--- config.mk ---
export PLATFORM = sky130hd
export DESIGN_NAME = kernel_scatter
export DESIGN_NICKNAME = d
export VERILOG_FILES = /design/src/rtl/kernel_scatter.sv
export SDC_FILE = /design/constraint.sdc
export NUM_CORES = 1
export LEC_CHECK = 0
export ABC_AREA = 1
export CAP_MARGIN = 30
export CORE_AREA = 5 5 160 162
export DETAILED_ROUTE_END_ITERATION = 10
export DIE_AREA = 0 0 165 167
export SYNTH_ARGS = -nofsm -noshare
export SYNTH_HDL_FRONTEND = slang
export SYNTH_SLANG_ARGS = --single-unit
--- constraint.sdc ---
create_clock -name i_clk -period 2.6 [get_ports i_clk]
set_input_delay 0.39 -clock i_clk [delete_from_list [all_inputs] [get_ports i_clk]]
set_output_delay 0.39 -clock i_clk [all_outputs]
set_load 0.01 [all_outputs]
--- src/rtl/kernel_scatter.sv ---
// kernel_scatter
//   Turns a byte stream into packed channel words. Every four accepted bytes
//   form one word: byte n goes to lane n, and lane k is kernel 4g+k. A job is
//   G = NO_OF_KERNEL/4 groups of C words each. Completed words pass through a
//   one-entry staging register and then into a small FIFO that feeds the
//   output handshake.
//
// Ports
//   i_clk, i_rst_n           clock (rising edge), async active-low reset
//   i_start                  job start pulse, honoured only when idle
//   i_channel_per_kernel     channels per kernel C, sampled at start
//   i_s_data/i_s_valid       input byte stream
//   o_s_ready                byte can be accepted this cycle
//   o_m_data/o_m_valid       packed word at the FIFO head
//   i_m_ready                downstream takes the word
//   o_m_last                 word is the last channel of its group
//   o_group_idx              group of the word on o_m_data
//   o_busy                   job in progress (PACK or DRAIN)
//   o_done                   one-cycle pulse when the job is complete
module kernel_scatter #(
  parameter int DATA_WIDTH            = 32,
  parameter int NO_OF_KERNEL          = 16,
  parameter int N_CHANNEL_EACH_KERNEL = 32,
  parameter int FIFO_DEPTH            = 4,
  localparam int L  = DATA_WIDTH / 4,
  localparam int G  = NO_OF_KERNEL / 4,
  localparam int GW = (G > 1) ? $clog2(G) : 1
) (
  input  logic                  i_clk,
  input  logic                  i_rst_n,
  input  logic                  i_start,
  input  logic [6:0]            i_channel_per_kernel,
  input  logic [L-1:0]          i_s_data,
  input  logic                  i_s_valid,
  output logic                  o_s_ready,
  output logic [DATA_WIDTH-1:0] o_m_data,
  output logic                  o_m_valid,
  input  logic                  i_m_ready,
  output logic                  o_m_last,
  output logic [GW-1:0]         o_group_idx,
  output logic                  o_busy,
  output logic                  o_done
);

  localparam int AW = (FIFO_DEPTH > 1) ? $clog2(FIFO_DEPTH) : 1;
  localparam int CW = $clog2(FIFO_DEPTH + 1);

  typedef enum logic [1:0] {IDLE, PACK, DRAIN, DONE} state_t;

  state_t state, state_next;

  // Job bookkeeping
  logic [6:0]    c_reg;
  logic [6:0]    word_cnt;
  logic [GW-1:0] grp;
  logic [1:0]    byte_cnt;
  logic [3*L-1:0] pack_reg;
  logic          feed_done;   // final word of the job has been assembled

  // Staging register between packer and FIFO
  logic                  pend_valid;
  logic [DATA_WIDTH-1:0] pend_data;
  logic                  pend_last;
  logic [GW-1:0]         pend_grp;

  // Output FIFO
  logic [DATA_WIDTH-1:0] mem_data [FIFO_DEPTH];
  logic                  mem_last [FIFO_DEPTH];
  logic [GW-1:0]         mem_grp  [FIFO_DEPTH];
  logic [AW-1:0]         wr_ptr, rd_ptr;
  logic [CW-1:0]         count;

  logic fifo_full, fifo_empty, push, pop, byte_acc, start_ok, word_is_last;
  logic [6:0] c_in;

  assign fifo_full  = (count == CW'(FIFO_DEPTH));
  assign fifo_empty = (count == '0);
  assign pop        = !fifo_empty && i_m_ready;
  assign push       = pend_valid;
  assign byte_acc   = i_s_valid && o_s_ready;
  assign start_ok   = (state == IDLE) && i_start;
  assign word_is_last = (word_cnt == c_reg - 7'd1);
  assign c_in = (i_channel_per_kernel == 7'd0 ||
                 i_channel_per_kernel > 7'(N_CHANNEL_EACH_KERNEL))
                ? 7'(N_CHANNEL_EACH_KERNEL) : i_channel_per_kernel;

  // NOTE: state and all other registers use non-blocking assignments so every
  // flop samples pre-edge values regardless of process evaluation order.
  always_ff @(posedge i_clk or negedge i_rst_n) begin
    if (!i_rst_n) state <= IDLE;
    else          state <= state_next;
  end

  // NOTE: every signal driven here gets a default first, so no path through
  // the case leaves it unassigned and no latch is inferred.
  always_comb begin
    state_next = state;
    o_busy     = 1'b0;
    o_done     = 1'b0;
    o_s_ready  = 1'b0;
    case (state)
      IDLE: if (i_start) state_next = PACK;
      PACK: begin
        o_busy    = 1'b1;
        // A pop in the same cycle frees the slot the next word would need.
        o_s_ready = !feed_done && (!fifo_full || pop);
        if (pend_valid && pend_last && pend_grp == GW'(G - 1))
          state_next = DRAIN;
      end
      DRAIN: begin
        o_busy = 1'b1;
        if (fifo_empty) state_next = DONE;
      end
      DONE: begin
        o_done     = 1'b1;
        state_next = IDLE;
      end
      default: state_next = IDLE;
    endcase
  end

  // Packer: bytes shift in from the top so byte n ends up in lane n.
  always_ff @(posedge i_clk or negedge i_rst_n) begin
    if (!i_rst_n) begin
      c_reg      <= '0;
      word_cnt   <= '0;
      grp        <= '0;
      byte_cnt   <= '0;
      pack_reg   <= '0;
      feed_done  <= 1'b0;
      pend_valid <= 1'b0;
      pend_data  <= '0;
      pend_last  <= 1'b0;
      pend_grp   <= '0;
    end else begin
      pend_valid <= 1'b0;
      if (start_ok) begin
        c_reg     <= c_in;
        word_cnt  <= '0;
        grp       <= '0;
        byte_cnt  <= '0;
        feed_done <= 1'b0;
      end else if (byte_acc) begin
        byte_cnt <= byte_cnt + 2'd1;
        if (byte_cnt == 2'd3) begin
          pend_valid <= 1'b1;
          pend_data  <= {i_s_data, pack_reg};
          pend_last  <= word_is_last;
          pend_grp   <= grp;
          if (word_is_last) begin
            word_cnt <= '0;
            if (grp == GW'(G - 1)) begin
              grp       <= '0;
              feed_done <= 1'b1;
            end else begin
              grp <= grp + 1'b1;
            end
          end else begin
            word_cnt <= word_cnt + 7'd1;
          end
        end else begin
          pack_reg <= {i_s_data, pack_reg[3*L-1:L]};
        end
      end
    end
  end

  // NOTE: FIFO storage has no reset; only pointers and count are reset, and
  // the outputs are forced to zero while the FIFO is empty.
  always_ff @(posedge i_clk) begin
    if (push) begin
      mem_data[wr_ptr] <= pend_data;
      mem_last[wr_ptr] <= pend_last;
      mem_grp[wr_ptr]  <= pend_grp;
    end
  end

  always_ff @(posedge i_clk or negedge i_rst_n) begin
    if (!i_rst_n) begin
      wr_ptr <= '0;
      rd_ptr <= '0;
      count  <= '0;
    end else begin
      if (push)
        wr_ptr <= (wr_ptr == AW'(FIFO_DEPTH - 1)) ? '0 : wr_ptr + 1'b1;
      if (pop)
        rd_ptr <= (rd_ptr == AW'(FIFO_DEPTH - 1)) ? '0 : rd_ptr + 1'b1;
      case ({push, pop})
        2'b10:   count <= count + 1'b1;
        2'b01:   count <= count - 1'b1;
        default: count <= count;
      endcase
    end
  end

  assign o_m_valid   = !fifo_empty;
  assign o_m_data    = fifo_empty ? '0   : mem_data[rd_ptr];
  assign o_m_last    = fifo_empty ? 1'b0 : mem_last[rd_ptr];
  assign o_group_idx = fifo_empty ? '0   : mem_grp[rd_ptr];

endmodule

* Word level (Yosys, flattened, before mapping)
Memories as Yosys holds them, arrays and structs flattened.
Index checks and enable logic that the tools add are counted.
** Storage, ports and cells
- Bits in registers :: 88
- Bits in writable memories :: 140
- Output and inout bits :: 39
- Word-level logic and storage cells :: 104
- Memories :: 3
** Memory list
- mem_data :: words 4, width 32, rd ports 1, clocked after Yosys merged registers in 0, wr ports 1, RTL line 67 : logic [DATA_WIDTH-1:0] mem_data [FIFO_DEPTH];
- mem_grp :: words 4, width 2, rd ports 1, clocked after Yosys merged registers in 0, wr ports 1, RTL line 69 : logic [GW-1:0] mem_grp [FIFO_DEPTH];
- mem_last :: words 4, width 1, rd ports 1, clocked after Yosys merged registers in 0, wr ports 1, RTL line 68 : logic mem_last [FIFO_DEPTH];
** Operators by class
- Add/sub/neg operators :: 8
- Magnitude comparators :: 1
- Equality and inequality tests :: 15
- Mux-type cells :: 35
- Bitwise operators :: 2
- Reduce and logical (&&, ||, !) cells :: 26
** Operators by type and width (number)
- $mux W7 :: 5
- $mux W32 :: 1
- $mux W2 :: 13
- $eq A2 B2 Y1 const B :: 8
- $mux W1 :: 14
- $reduce_and A3 Y1 :: 4
- $reduce_bool A2 Y1 :: 5
- $add A2 B1 Y2 const B :: 4
- $pmux W2 S4 :: 1
- $add A7 B1 Y7 const B :: 1
- $eq A7 B7 Y1 :: 1
- $gt A7 B6 Y1 const B :: 1
- $logic_not A7 Y1 :: 1
- $sub A7 B1 Y7 const B :: 1
- $logic_and A1 B1 Y1 :: 6
- $ne A2 B2 Y1 const B :: 3
- $pmux W3 S2 :: 1
- $eq A2 B1 Y1 const B :: 2
- $reduce_and A4 Y1 :: 1
- $add A3 B1 Y3 const B :: 1
- $eq A3 B3 Y1 const B :: 1
- $logic_not A1 Y1 :: 3
- $logic_not A3 Y1 :: 1
- $sub A3 B1 Y3 const B :: 1
- other kinds (5) :: 7

* Longest topological paths before layout
- Depth in word-level cells :: 9
- Mapped depth :: 12

* Worst setup path before layout
OpenSTA, ideal clock, no wires.
- Path kind :: reg-to-reg
- From :: register count[0]
- To :: register count[2]
- Arrival :: 1935 ps
- Slack :: 534 ps
- Stages on the path, launching flop included :: 11
- Buffers on the path :: 0
- Path through :: dfrtp_1 nor2_1 nand2_1 clkinv_1 nor2_1 ha_1 inv_1 fa_1 a21oi_1 o21ai_0 xor2_1
** On the way
- Longest elaborated chain between the ends :: 5
** RTL lines
- start, declared :: RTL line 71 : logic [CW-1:0] count;
- start signal, assigned :: RTL line 189 : 2'b10: count <= count + 1'b1;
- start signal, assigned :: RTL line 190 : 2'b01: count <= count - 1'b1;
- start signal, assigned :: RTL line 191 : default: count <= count;
- $logic_not A3 Y1 (*) :: RTL line 77 : assign fifo_empty = (count == '0);
- $logic_not A1 Y1 (*)
- net o_m_valid :: RTL line 37 : output logic o_m_valid,
- $logic_and A1 B1 Y1 (*) :: RTL line 78 : assign pop = !fifo_empty && i_m_ready;
- $eq A2 B1 Y1 or $eq A2 B2 Y1 (tied branches) :: RTL line 188 : case ({push, pop})
- $pmux W3 S2 or $reduce_bool A2 Y1 (tied branches)
The timed path passes the listed nets; every way through them passes the cells marked *.
A chain may end at the register's enable or synchronous reset.

* Worst setup path in the final report
- From :: register rd_ptr[0]
- To :: output o_m_last
** On the way
- Longest elaborated chain between the ends :: 2
** RTL lines
- start, declared :: RTL line 70 : logic [AW-1:0] wr_ptr, rd_ptr;
- start signal, assigned :: RTL line 187 : rd_ptr <= (rd_ptr == AW'(FIFO_DEPTH - 1)) ? '0 : rd_ptr + 1'b1;
- $mem_v2 Z4 W1
- $mux W1 :: RTL line 198 : assign o_m_last = fifo_empty ? 1'b0 : mem_last[rd_ptr];
- end, declared :: RTL line 39 : output logic o_m_last,
Every way passes these cells.

==> metrics.yaml <==
status:
  status: "finished, final reports clean"
yosys:
  synth_edf_count: 140
  yosysTopAreaCell: "edfxtp_1"
  synth_most_common_cell: "nor2_1"
  synth_flop_cell: "edfxtp_1"
  syn-cell-area_um2: 9450
  synth.avg_cell_area_um2: 10.8
  yosysSeqAreaShare_pct: 67.8
  synth_cell_types: 36
  yosysWarnings: 0
  ys_ff_latch: 228
  ys_top_cells_by_count: "166 x nor2_1, 140 x edfxtp_1, 130 x nand2_1, 116 x o21ai_0, 88 x dfrtp_1"
  async_reset_ff_share_pct: 38.6
  syn_nets: 914
  synth_area_leaders: "edfxtp_1 45%, dfrtp_1 23%, nor2_1 6.6%"
  synth.top_cell.area_share_pct: 44.5
  syn_inst: 878
placed_design:
  place_congestion: 0.762
  hpwl_mm: 12.5
  placed_cells: 1243
  port-buffer-count: 58
critical_path:
  crit_path_max_incr_delay_ns: 0.48
  reg2regPathDepth: 11
  r2r-start: "count[0]"
  critPathLaunchType: "flop"
  rrSetupSlack_ns: 0.33
  cp_slowest_cell: "dfrtp_2"
  cp.required_ns: 2.21
  rr_endpoint: "count[2]"
  crit_chain: "buf_4 -> clkbuf_16 -> buf_4 -> nor2_1 -> nor2_1 -> o21ai_0 -> a21oi_1 -> clkbuf_2"
  setup.worst_path.class: "reg2out"
  crit_start: "rd_ptr[0]"
  cp.arrival_ns: 2.07
  critPathCaptureType: "output pin"
  path_max_fanout: 15
floorplanning:
  die_w_um: 165
  start_util_pct: 39.4
  fp.dieH_um: 167
  io_pins: 59
  rows: 57
  dieArea_um2: 27600
  core_um2: 24000
timing:
  rsz0062_at_grt: "no"
  fin_hold_ws_ns: 0.389
  final_max_slew_viol_count: 0
  setup_viol: 0
  clock.fmax_mhz: 406
  fin_skew_ns: 0.0169
  worst_slew_pin_slew_ns: 0.674
  fin_setup_tns_ns: 0
  min_period_over_period_pct: 94.8
  finalHoldViolCount: 0
  relSlewSlack_pct: 55.0
  min_period_ns: 2.46
route:
  drc: 0
  drt_wl_total_mm: 20.2
  drt_iter0_markers: 417
  routed_via_density: 4.75
  first_pass_iters: 6
  vias: 6154
  ant_nets: 0
  avgRoutedWirePerCell_um: 15.6
global_routing:
  grt_pass1_vias: 6212
  grt_overflow: 0
  antenna_found_initial: 0
  grt_use_total_pct: 15.0
  grt_max_degree: 57
  grt_pass1_wl_mm: 33.6
finish:
  antenna_cells: 0
  drive_gt1_share_pct: 9.47
  instances_no_fill: 1295
  final_nets: 990
  num-fill-cells: 2231
  syn2layout_area_growth_pct: 20.5
  utilization_pct: 47.5
  largest_reg_flops: 128
clocking:
  cts-root-buf: "clkbuf_16"
  clk_path_buf_depth: 3
  cts_buffers: 23
  htree_num_levels: 1
  clk_pin_slew_worst_paths_ns: 0.06
  cts.sinks: 228
  cts_tree: "built"
  clk_latency_ns: 0.52
flow_run:
  cap_viol_max_count: 0
min_path:
  min-delay-path-class: "in2async"
power_and_ir_drop:
  peakVddDrop_mv: 0.557
  p_leak_nw: 4.80
  power_mw: 12.6
  p_per_area_nw_per_um2: 1110
## cells by family after synthesis
kind of cell               share of synthesized area, %
buffers and inverters                              4.75
xor gates and xnor gates                          0.464
DFF                                                67.8
AOI/OAI and AO/OA                                  10.4
and+or+nand+nor                                    14.4
adders and majority gates                          2.20
## cells in the final DEF, fill, tap and decap left out, types with 2 or more instances in the layout
cell type and n:
nand2_2 4, buf_4 23, edfxtp_1 140, clkdlybuf4s50_1 22
ha_1 15, clkbuf_1 7, nand4_1 2, nand2_1 130
o21ai_2 3, dfrtp_1 87, clkbuf_8 3, nand3_1 18
o21ai_0 116, buf_12 9, inv_1 63, nor2_2 3
a21oi_1 41, clkinv_1 3, dlygate4sd2_1 14, o21ai_1 19
nor2_1 166, clkinv_2 6, clkbuf_16 24, nand2_4 2
a31oi_1 2, inv_2 2, xnor2_1 2, a21oi_2 3
nor3_1 3, dlymetal6s2s_1 20, xor2_1 3
## power by group
part | internal [mW] | leakage, nW | switching, mW
Combinational | 1.92 | 2.02 | 2.54
Clock | 1.83 | 0.360 | 1.34
Sequential | 4.54 | 2.42 | 0.483
## worst max-delay path, delay by kind of cell, from the launching register on
kind / cells / cell delay, ns
buffers and inverters: 4 / 0.63
AOI/OAI and AO/OA: 2 / 0.32
DFF: 1 / 0.48
and+or+nand+nor: 2 / 0.11
## how the worst max path moves through the flow
stage | end | depth (start not counted)
after floorplan | count[2] | 10
after global placement | o_m_last | 6
after detailed placement | o_m_last | 6
after CTS | o_group_idx[0] | 6
after global routing | o_m_data[12] | 8
final | o_m_last | 8
## area by class of cell
| type | instances | area [um2] | area share (%) |
|---|---|---|---|
| inverters | 68 | 264 | 2.32 |
| clock inverters | 9 | 82.6 | 0.725 |
| well taps | 324 | 405 | 3.56 |
| flip-flops and latches | 228 | 6410 | 56.3 |
| multi-input cells | 542 | 2600 | 22.8 |
| clock buffers | 33 | 643 | 5.65 |
| repair buffers | 91 | 986 | 8.66 |
## metrics by stage
step / setup WS [ns] / area [um2]
3_5_place_dp: 0.258 / 10500
6_report: 0.135 / 11400
2_1_floorplan: 0.534 / 9450
5_1_grt: 0.00947 / 11400
4_1_cts: -0.0997 / 11300
3_3_place_gp: 0.292 / 10500
## per-layer routing
layer / global-route usage (%) / up-vias / wire length [um]
li1: - / 3083 / -
met1: 21.2 / 2956 / 9560
met2: 24.6 / 92 / 9610
met3: 2.05 / 23 / 730
met4: 3.76 / 0 / 348
met5: 0 / - / 0
## timing repair
item,CTS,global route
setup buffers,2,6
hold buffers,1,0
hold endpoints to repair,34,0
cloned,0,1
setup endpoints to repair,35,20
pin swaps,0,1
resized for setup,23,23
(Power assumes the default switching activity.)
